### src/rtl/osc_meas_ctrl.sv
// osc_meas_ctrl: enables the ring oscillator, lets it settle, then counts
// its synchronized rising edges over a programmable window of clk cycles.
module osc_meas_ctrl #(
    parameter int WIN_W      = 16,
    parameter int CNT_W      = 16,
    parameter int SETTLE_CYC = 8
) (
    input  logic             clk,
    input  logic             rst_n,
    input  logic             start,
    input  logic             abort,
    input  logic [WIN_W-1:0] win_len,
    input  logic             osc_out,
    output logic             osc_en,
    output logic             busy,
    output logic             done,
    output logic [CNT_W-1:0] count,
    output logic             ovf
);
    localparam int SET_W = $clog2(SETTLE_CYC + 1);
    localparam int TMR_W = (WIN_W > SET_W) ? WIN_W : SET_W;
    localparam logic [TMR_W-1:0] SET_LAST = TMR_W'(SETTLE_CYC - 1);

    typedef enum logic [1:0] {IDLE, SETTLE, MEASURE, DONE} state_e;

    state_e           state_q;
    logic [2:0]       sync_q;
    logic [WIN_W-1:0] win_q;
    logic [TMR_W-1:0] tmr_q;
    logic [CNT_W-1:0] cnt_q, cnt_d;
    logic             sat_q, sat_d;
    logic             osc_en_q, busy_q, done_q, ovf_q;
    logic [CNT_W-1:0] count_q;
    logic             edge_det;
    logic             win_last;

    // Aliases above clk/2 are not detected; only s2 rising over s3 counts.
    assign edge_det = sync_q[1] & ~sync_q[2];
    assign win_last = (tmr_q == TMR_W'(win_q) - TMR_W'(1));

    always_comb begin
        cnt_d = cnt_q;
        sat_d = sat_q;
        if (edge_det) begin
            if (&cnt_q) sat_d = 1'b1;
            else        cnt_d = cnt_q + CNT_W'(1);
        end
    end

    always_ff @(posedge clk or negedge rst_n) begin
        if (!rst_n) begin
            state_q  <= IDLE;
            sync_q   <= '0;
            win_q    <= '0;
            tmr_q    <= '0;
            cnt_q    <= '0;
            sat_q    <= 1'b0;
            osc_en_q <= 1'b0;
            busy_q   <= 1'b0;
            done_q   <= 1'b0;
            count_q  <= '0;
            ovf_q    <= 1'b0;
        end else begin
            sync_q <= {sync_q[1:0], osc_out};
            done_q <= 1'b0;
            unique case (state_q)
                IDLE: begin
                    if (start && !abort) begin
                        state_q  <= SETTLE;
                        osc_en_q <= 1'b1;
                        busy_q   <= 1'b1;
                        win_q    <= win_len;
                        tmr_q    <= '0;
                    end
                end
                SETTLE: begin
                    if (abort) begin
                        state_q  <= IDLE;
                        osc_en_q <= 1'b0;
                        busy_q   <= 1'b0;
                    end else if (tmr_q == SET_LAST) begin
                        tmr_q <= '0;
                        cnt_q <= '0;
                        sat_q <= 1'b0;
                        if (win_q == '0) begin
                            state_q  <= DONE;
                            osc_en_q <= 1'b0;
                            done_q   <= 1'b1;
                            count_q  <= '0;
                            ovf_q    <= 1'b0;
                        end else begin
                            state_q <= MEASURE;
                        end
                    end else begin
                        tmr_q <= tmr_q + TMR_W'(1);
                    end
                end
                MEASURE: begin
                    if (abort) begin
                        state_q  <= IDLE;
                        osc_en_q <= 1'b0;
                        busy_q   <= 1'b0;
                    end else begin
                        cnt_q <= cnt_d;
                        sat_q <= sat_d;
                        tmr_q <= tmr_q + TMR_W'(1);
                        if (win_last) begin
                            state_q  <= DONE;
                            osc_en_q <= 1'b0;
                            done_q   <= 1'b1;
                            count_q  <= cnt_d;
                            ovf_q    <= sat_d;
                        end
                    end
                end
                DONE: begin
                    state_q <= IDLE;
                    busy_q  <= 1'b0;
                end
                default: state_q <= IDLE;
            endcase
        end
    end

    assign osc_en = osc_en_q;
    assign busy   = busy_q;
    assign done   = done_q;
    assign count  = count_q;
    assign ovf    = ovf_q;
endmodule
### config.mk
export PLATFORM = sky130hd
export DESIGN_NAME = osc_meas_ctrl
export DESIGN_NICKNAME = d
export VERILOG_FILES = /design/src/rtl/osc_meas_ctrl.sv
export SDC_FILE = /design/constraint.sdc
export NUM_CORES = 1
export LEC_CHECK = 0
export CELL_PAD_IN_SITES_DETAIL_PLACEMENT = 0
export CELL_PAD_IN_SITES_GLOBAL_PLACEMENT = 1
export CORE_MARGIN = 2
export CORE_UTILIZATION = 41
export CTS_CLUSTER_SIZE = 20
export DETAILED_ROUTE_END_ITERATION = 10
export PLACE_DENSITY = 0.76
export SYNTH_ARGS = -nofsm -noshare
export SYNTH_HDL_FRONTEND = slang
export SYNTH_SLANG_ARGS = --single-unit
### constraint.sdc
create_clock -name clk -period 2.9 [get_ports clk]
set_input_delay 0.29 -clock clk [delete_from_list [all_inputs] [get_ports clk]]
set_output_delay 0.29 -clock clk [all_outputs]
set_load 0.01 [all_outputs]
* Yosys cells after proc, flatten, opt, wreduce, memory -nomap -nowiden
Cells that the tools add are included.
** Word-level totals
- Output and inout port bits :: 20
- Register bits :: 74
- ROM bits :: 0
- Bits in latches :: 0
- Memories :: 0
- Bits in writable memories :: 0
** Cells by class
- Muxes and demuxes :: 49
- Divide/modulo/power cells :: 0
- Reduce and logical (&&, ||, !) cells :: 15
- Bitwise operators :: 2
- Order comparisons :: 0
- Equality and inequality tests :: 15
- $add $sub $neg :: 3
- Shifts and indexed selects :: 0
- Multipliers :: 0
** Operators by type and width (number)
- $mux 16 :: 14
- $pmux 16 s2 :: 2
- $pmux 16 s3 :: 1
- $add 16x1->16 const B :: 2
- $mux 1 :: 21
- $eq 16x16->1 :: 1
- $eq 16x3->1 const B :: 1
- $logic_not 16->1 :: 1
- $reduce_and 16->1 :: 1
- $sub 16x1->16 const B :: 1
- $ne 2x2->1 const B :: 6
- $mux 2 :: 5
- $ne 3x3->1 const B :: 3
- $pmux 2 s4 :: 1
- $reduce_and 4->1 :: 2
- $pmux 1 s2 :: 3
- $pmux 1 s3 :: 2
- $reduce_and 6->1 :: 1
- $reduce_and 5->1 :: 1
- $eq 2x2->1 const B :: 2
- $reduce_and 2->1 :: 2
- $reduce_and 3->1 :: 1
- $reduce_bool 3->1 :: 1
- $eq 2x1->1 const B :: 1
- 8 further kinds :: 8

* Depth between registers and ports, before layout
- Depth in word-level cells :: 6
- Mapped depth :: 11
- Gate-level depth less buffers :: 9

* Worst setup path before layout
No wires, ideal clock.
- Kind :: register -> register
- Start :: register win_q[8]
- End :: register count_q[13], in the netlist count[13]
- Data arrival time :: 3.032 ns
- Slack :: -0.258 ns
- Data required time :: 2.774 ns
- Cell stages (with the launch flop) :: 11
- Cell sequence :: dfrtp_1 -> buf_6 -> or4_4 -> or4_4 -> a2111oi_4 -> nor2_2 -> or4_4 -> buf_6 -> a21o_4 -> buf_6 -> o2bb2ai_2
** Between the ends
- Word-level cells in the longest chain between the ends :: 4
- Elaborated cells between the ends (all ways) :: 6
- Those cells by class :: 1 x add/sub; 3 x eq/ne; 2 x reduce/logical
** RTL lines
- from (decl) :: RTL line 28 : logic [WIN_W-1:0] win_q;
- from (signal assigned) :: RTL line 72 : win_q <= win_len;
- $sub 16x1->16 :: RTL line 39 : assign win_last = (tmr_q == TMR_W'(win_q) - TMR_W'(1));
- $eq 16x16->1 :: RTL line 39
- $ne 2x2->1 (no line)
- $reduce_and 6->1 (no line) *
- to (signal assigned) :: RTL line 111 : count_q <= cnt_d;
- to (decl) :: RTL line 33 : logic [CNT_W-1:0] count_q;
Every way passes the cells marked *; elsewhere a longest branch is shown, timed or not.
A chain may end at the register's enable or synchronous reset.

* Final worst setup path
- Start :: register win_q[0]
- End :: register count_q[15], in the netlist count[15]
Same word-level chain as after synthesis.

==> impl_metrics.env <==
export IMPL_status="finished, violations left"
export IMPL_violations="negative setup slack"
export IMPL_die_h_um=108.9
export IMPL_path_buf_inv=1
export IMPL_grt_overflow_total=0
export IMPL_final_antenna_net_count=0
export IMPL_synthCells=464
export IMPL_synthTopCellsByArea="dfrtp_1 (41%), mux2_2 (4.5%), xnor2_1 (4.5%)"
export IMPL_area_delta_synth_final_pct=25.26
export IMPL_grt_usage=0.1942
export IMPL_worst_pin_slew_ns=0.9646
export IMPL_final_nets=556
export IMPL_coreArea_um2=10790
export IMPL_utilization=0.5236
export IMPL_crit_type="register to register"
export IMPL_arrival_ns=3.29
export IMPL_route_detailed_drc=0
export IMPL_period_minus_slack_ns=3.003
export IMPL_period_share=1.035
export IMPL_reg2reg_slack_ns=-0.10
export IMPL_die_w_um=108.9
export IMPL_drv_slew=0
export IMPL_vdd_drop_max_mv=0.4488
export IMPL_yosys_area_top_type="dfrtp_1"
export IMPL_initial_core_util=0.4180
export IMPL_grt_max_degree=75
export IMPL_clk_latency_ns=0.36
export IMPL_syn_num_nets=494
export IMPL_grt_pass1_wl_um=17920
export IMPL_wl_um=10960
export IMPL_cp_required_ns=3.19
export IMPL_max_freq_ghz=0.3330
export IMPL_vias=3743
export IMPL_viasPerCell=5.578
export IMPL_cts_max_level=3
export IMPL_fin_ws_ns=-0.1029
export IMPL_synth_top_area_frac=0.4104
export IMPL_wl_per_cell_um=16.34
export IMPL_worst_setup_path_end_kind="register"
export IMPL_cts_root_buffer="clkbuf_8"
export IMPL_dp_hpwl_um=7663
export IMPL_dp_cells=651
export IMPL_crit_top_cell="or4_4"
export IMPL_rsz0062_at_grt="true"
export IMPL_synth_seq_cells=74
export IMPL_synth_flop_cell="dfrtp_1"
export IMPL_yosysWarnings=0
export IMPL_place_congestion=0.8255
export IMPL_clock_skew_ns=0.01604
export IMPL_dr_pass1_iters=4
export IMPL_synth_seq_area_share=0.4104
export IMPL_avgSynthCellArea_um2=9.724
export IMPL_antenna_found_initial=0
export IMPL_drt_initial_drc_count=235
export IMPL_rows=38
export IMPL_final_cells=671
export IMPL_clockBufferDepth=2
export IMPL_synthDistinctLibCells=59
export IMPL_drive_above_1_share=0.2128
export IMPL_cts_tree="yes"
export IMPL_p_leak_nw=2.311
export IMPL_crit_chain="or4_4 > or4_1 > a32oi_1 > a21oi_2 > or4_4 > buf_6 > mux2i_4 > o21ai_1"
export IMPL_worst_path_max_fanout=6
export IMPL_numPortBuffers=40
export IMPL_cpPeakStageDelay_ns=0.61
export IMPL_slew_limit_headroom=0.3569
export IMPL_synth_most_common_cell="dfrtp_1"
export IMPL_pin_count=41
export IMPL_synth_area_um2=4512
export IMPL_synth_common_cells="dfrtp_1 (74), nand2_1 (43), nor2_1 (32), xnor2_1 (23), o21ai_0 (22)"
export IMPL_finalSetupViolCount=19
export IMPL_hold_path_class="input pin to async pin"
export IMPL_start_kind="register"
export IMPL_grt_pass1_vias=3561
export IMPL_n_antenna_cell=0
export IMPL_maxCapViolCount=0
export IMPL_synth_edf_count=0
export IMPL_dieArea_um2=11860
export IMPL_numCtsBuffers=9
export IMPL_critical_path_top_delay_family="simple AND/OR/NAND/NOR gates"
export IMPL_hold_viol=0
export IMPL_postSynth_asyncResetShare=1.000
export IMPL_fillers=990
export IMPL_cts_num_sinks=74
export IMPL_p_per_area_nw_per_um2=753.3
export IMPL_critical_path_slowest_cell="or4_4"
export IMPL_path_clk_slew_ns=0.08
[layout make-up]
type	instances	area [um^2]	share of cell area
Clock buffer	10	127.6	0.02258
Clock inverter	6	88.84	0.01572
Tap cell	140	175.2	0.03099
Timing Repair Buffer	77	709.4	0.1255
Multi-Input combinational cell	353	2658	0.4702
Inverter	11	41.29	0.007306
Sequential cell	74	1852	0.3277
[final timing paths]
| check | start | end | cells past startpoint |
|---|---|---|---|
| max reg2reg | win_q[0] | count[15] | 8 |
| max | win_q[0] | count[15] | 8 |
| min reg2reg | sync_q[0] | sync_q[1] | 0 |
| min | rst_n | win_q[12] | 1 |
| min in group clk | sync_q[0] | sync_q[1] | 0 |
| max in group asynchronous | rst_n | cnt_q[0] | 1 |
[flip-flops by register name (all words and copies together) (netlist names)]
| signal | count |
|---|---|
| cnt_q | 16 |
| count | 16 |
| tmr_q | 16 |
| win_q | 16 |
| sync_q | 3 |
| state_q | 2 |
| busy | 1 |
| done | 1 |
| osc_en | 1 |
| ovf | 1 |
| sat_q | 1 |
[report_power, final]
part	switching (W)	total (W)	internal (W)
clock	0.000411	0.000897	0.000486
sequential	0.000245	0.00148	0.00124
combinational	0.000988	0.00188	0.000889
[per-stage QoR]
step	total power, W	area, um^2	worst slack (ns)	setup TNS (ns)	hold WS (ns)
after floorplan	0.002693	4564	-0.1597	-1.649	-0.005591
after detailed placement	0.003246	5254	-0.1464	-2.439	0.3355
after CTS	0.004213	5518	-0.08415	-0.8928	0.1203
final	0.004257	5652	-0.1029	-1.470	0.07673
after global placement	0.003196	5254	-0.1187	-1.697	0.3325
after global routing	0.004566	5652	-0.1572	-2.383	0.1607
[logic make-up after synthesis]
group / Yosys count / share of synthesized area
AOI/OAI and AO/OA: 92 / 0.1597
xor gates and xnor gates: 39 / 0.07571
adders and majority gates: 9 / 0.02496
buffers and inverters: 38 / 0.03771
DFF: 74 / 0.4104
muxes: 32 / 0.07626
and+or+nand+nor: 180 / 0.2152
[layer usage]
layer | GRT usage | vias to the layer above | share of wire | routed length, um
met5 | 0 | - | 0 | 0
met4 | 0.07601 | 0 | 0.021 | 231
met3 | 0.03048 | 19 | 0.047 | 520
met2 | 0.2857 | 94 | 0.44 | 4770
met1 | 0.2852 | 1824 | 0.50 | 5441
li1 | - | 1806 | - | -
[cell usage in the layout (no fill, tap or decap), drive strengths merged, types with 3 or more instances in the layout]
cell type / synthesis / routed
o21a: 3 / 3
or3: 4 / 4
nand2b: 6 / 6
ha: 9 / 9
nand3: 17 / 17
and2: 4 / 4
buf: 7 / 37
nor2b: 3 / 3
nand2: 43 / 43
and3: 13 / 13
a22o: 7 / 7
nand4: 8 / 8
a21o: 6 / 7
and4: 5 / 5
mux2i: 13 / 13
o21ai: 31 / 31
a21oi: 9 / 9
mux2: 19 / 19
nor2: 33 / 33
nor4b: 3 / 3
xor2: 16 / 16
xnor2: 23 / 23
dfrtp: 74 / 74
nor4: 8 / 8
nor3: 14 / 14
o31ai: 4 / 4
clkdlybuf4s50: 0 / 39
clkbuf: 20 / 11
nor3b: 4 / 4
inv: 11 / 12
or4: 7 / 7
o2bb2ai: 13 / 13
[repair_timing]
| item | CTS | global route |
|---|---|---|
| hold buffers | 0 | 0 |
| setup buffers | 1 | 1 |
| cloned | 0 | 2 |
| setup endpoints to repair | 20 | 20 |
| gates resized for setup | 9 | 14 |
| pin swaps | 1 | 6 |
No activity file was read; power rests on OpenSTA's default activity.
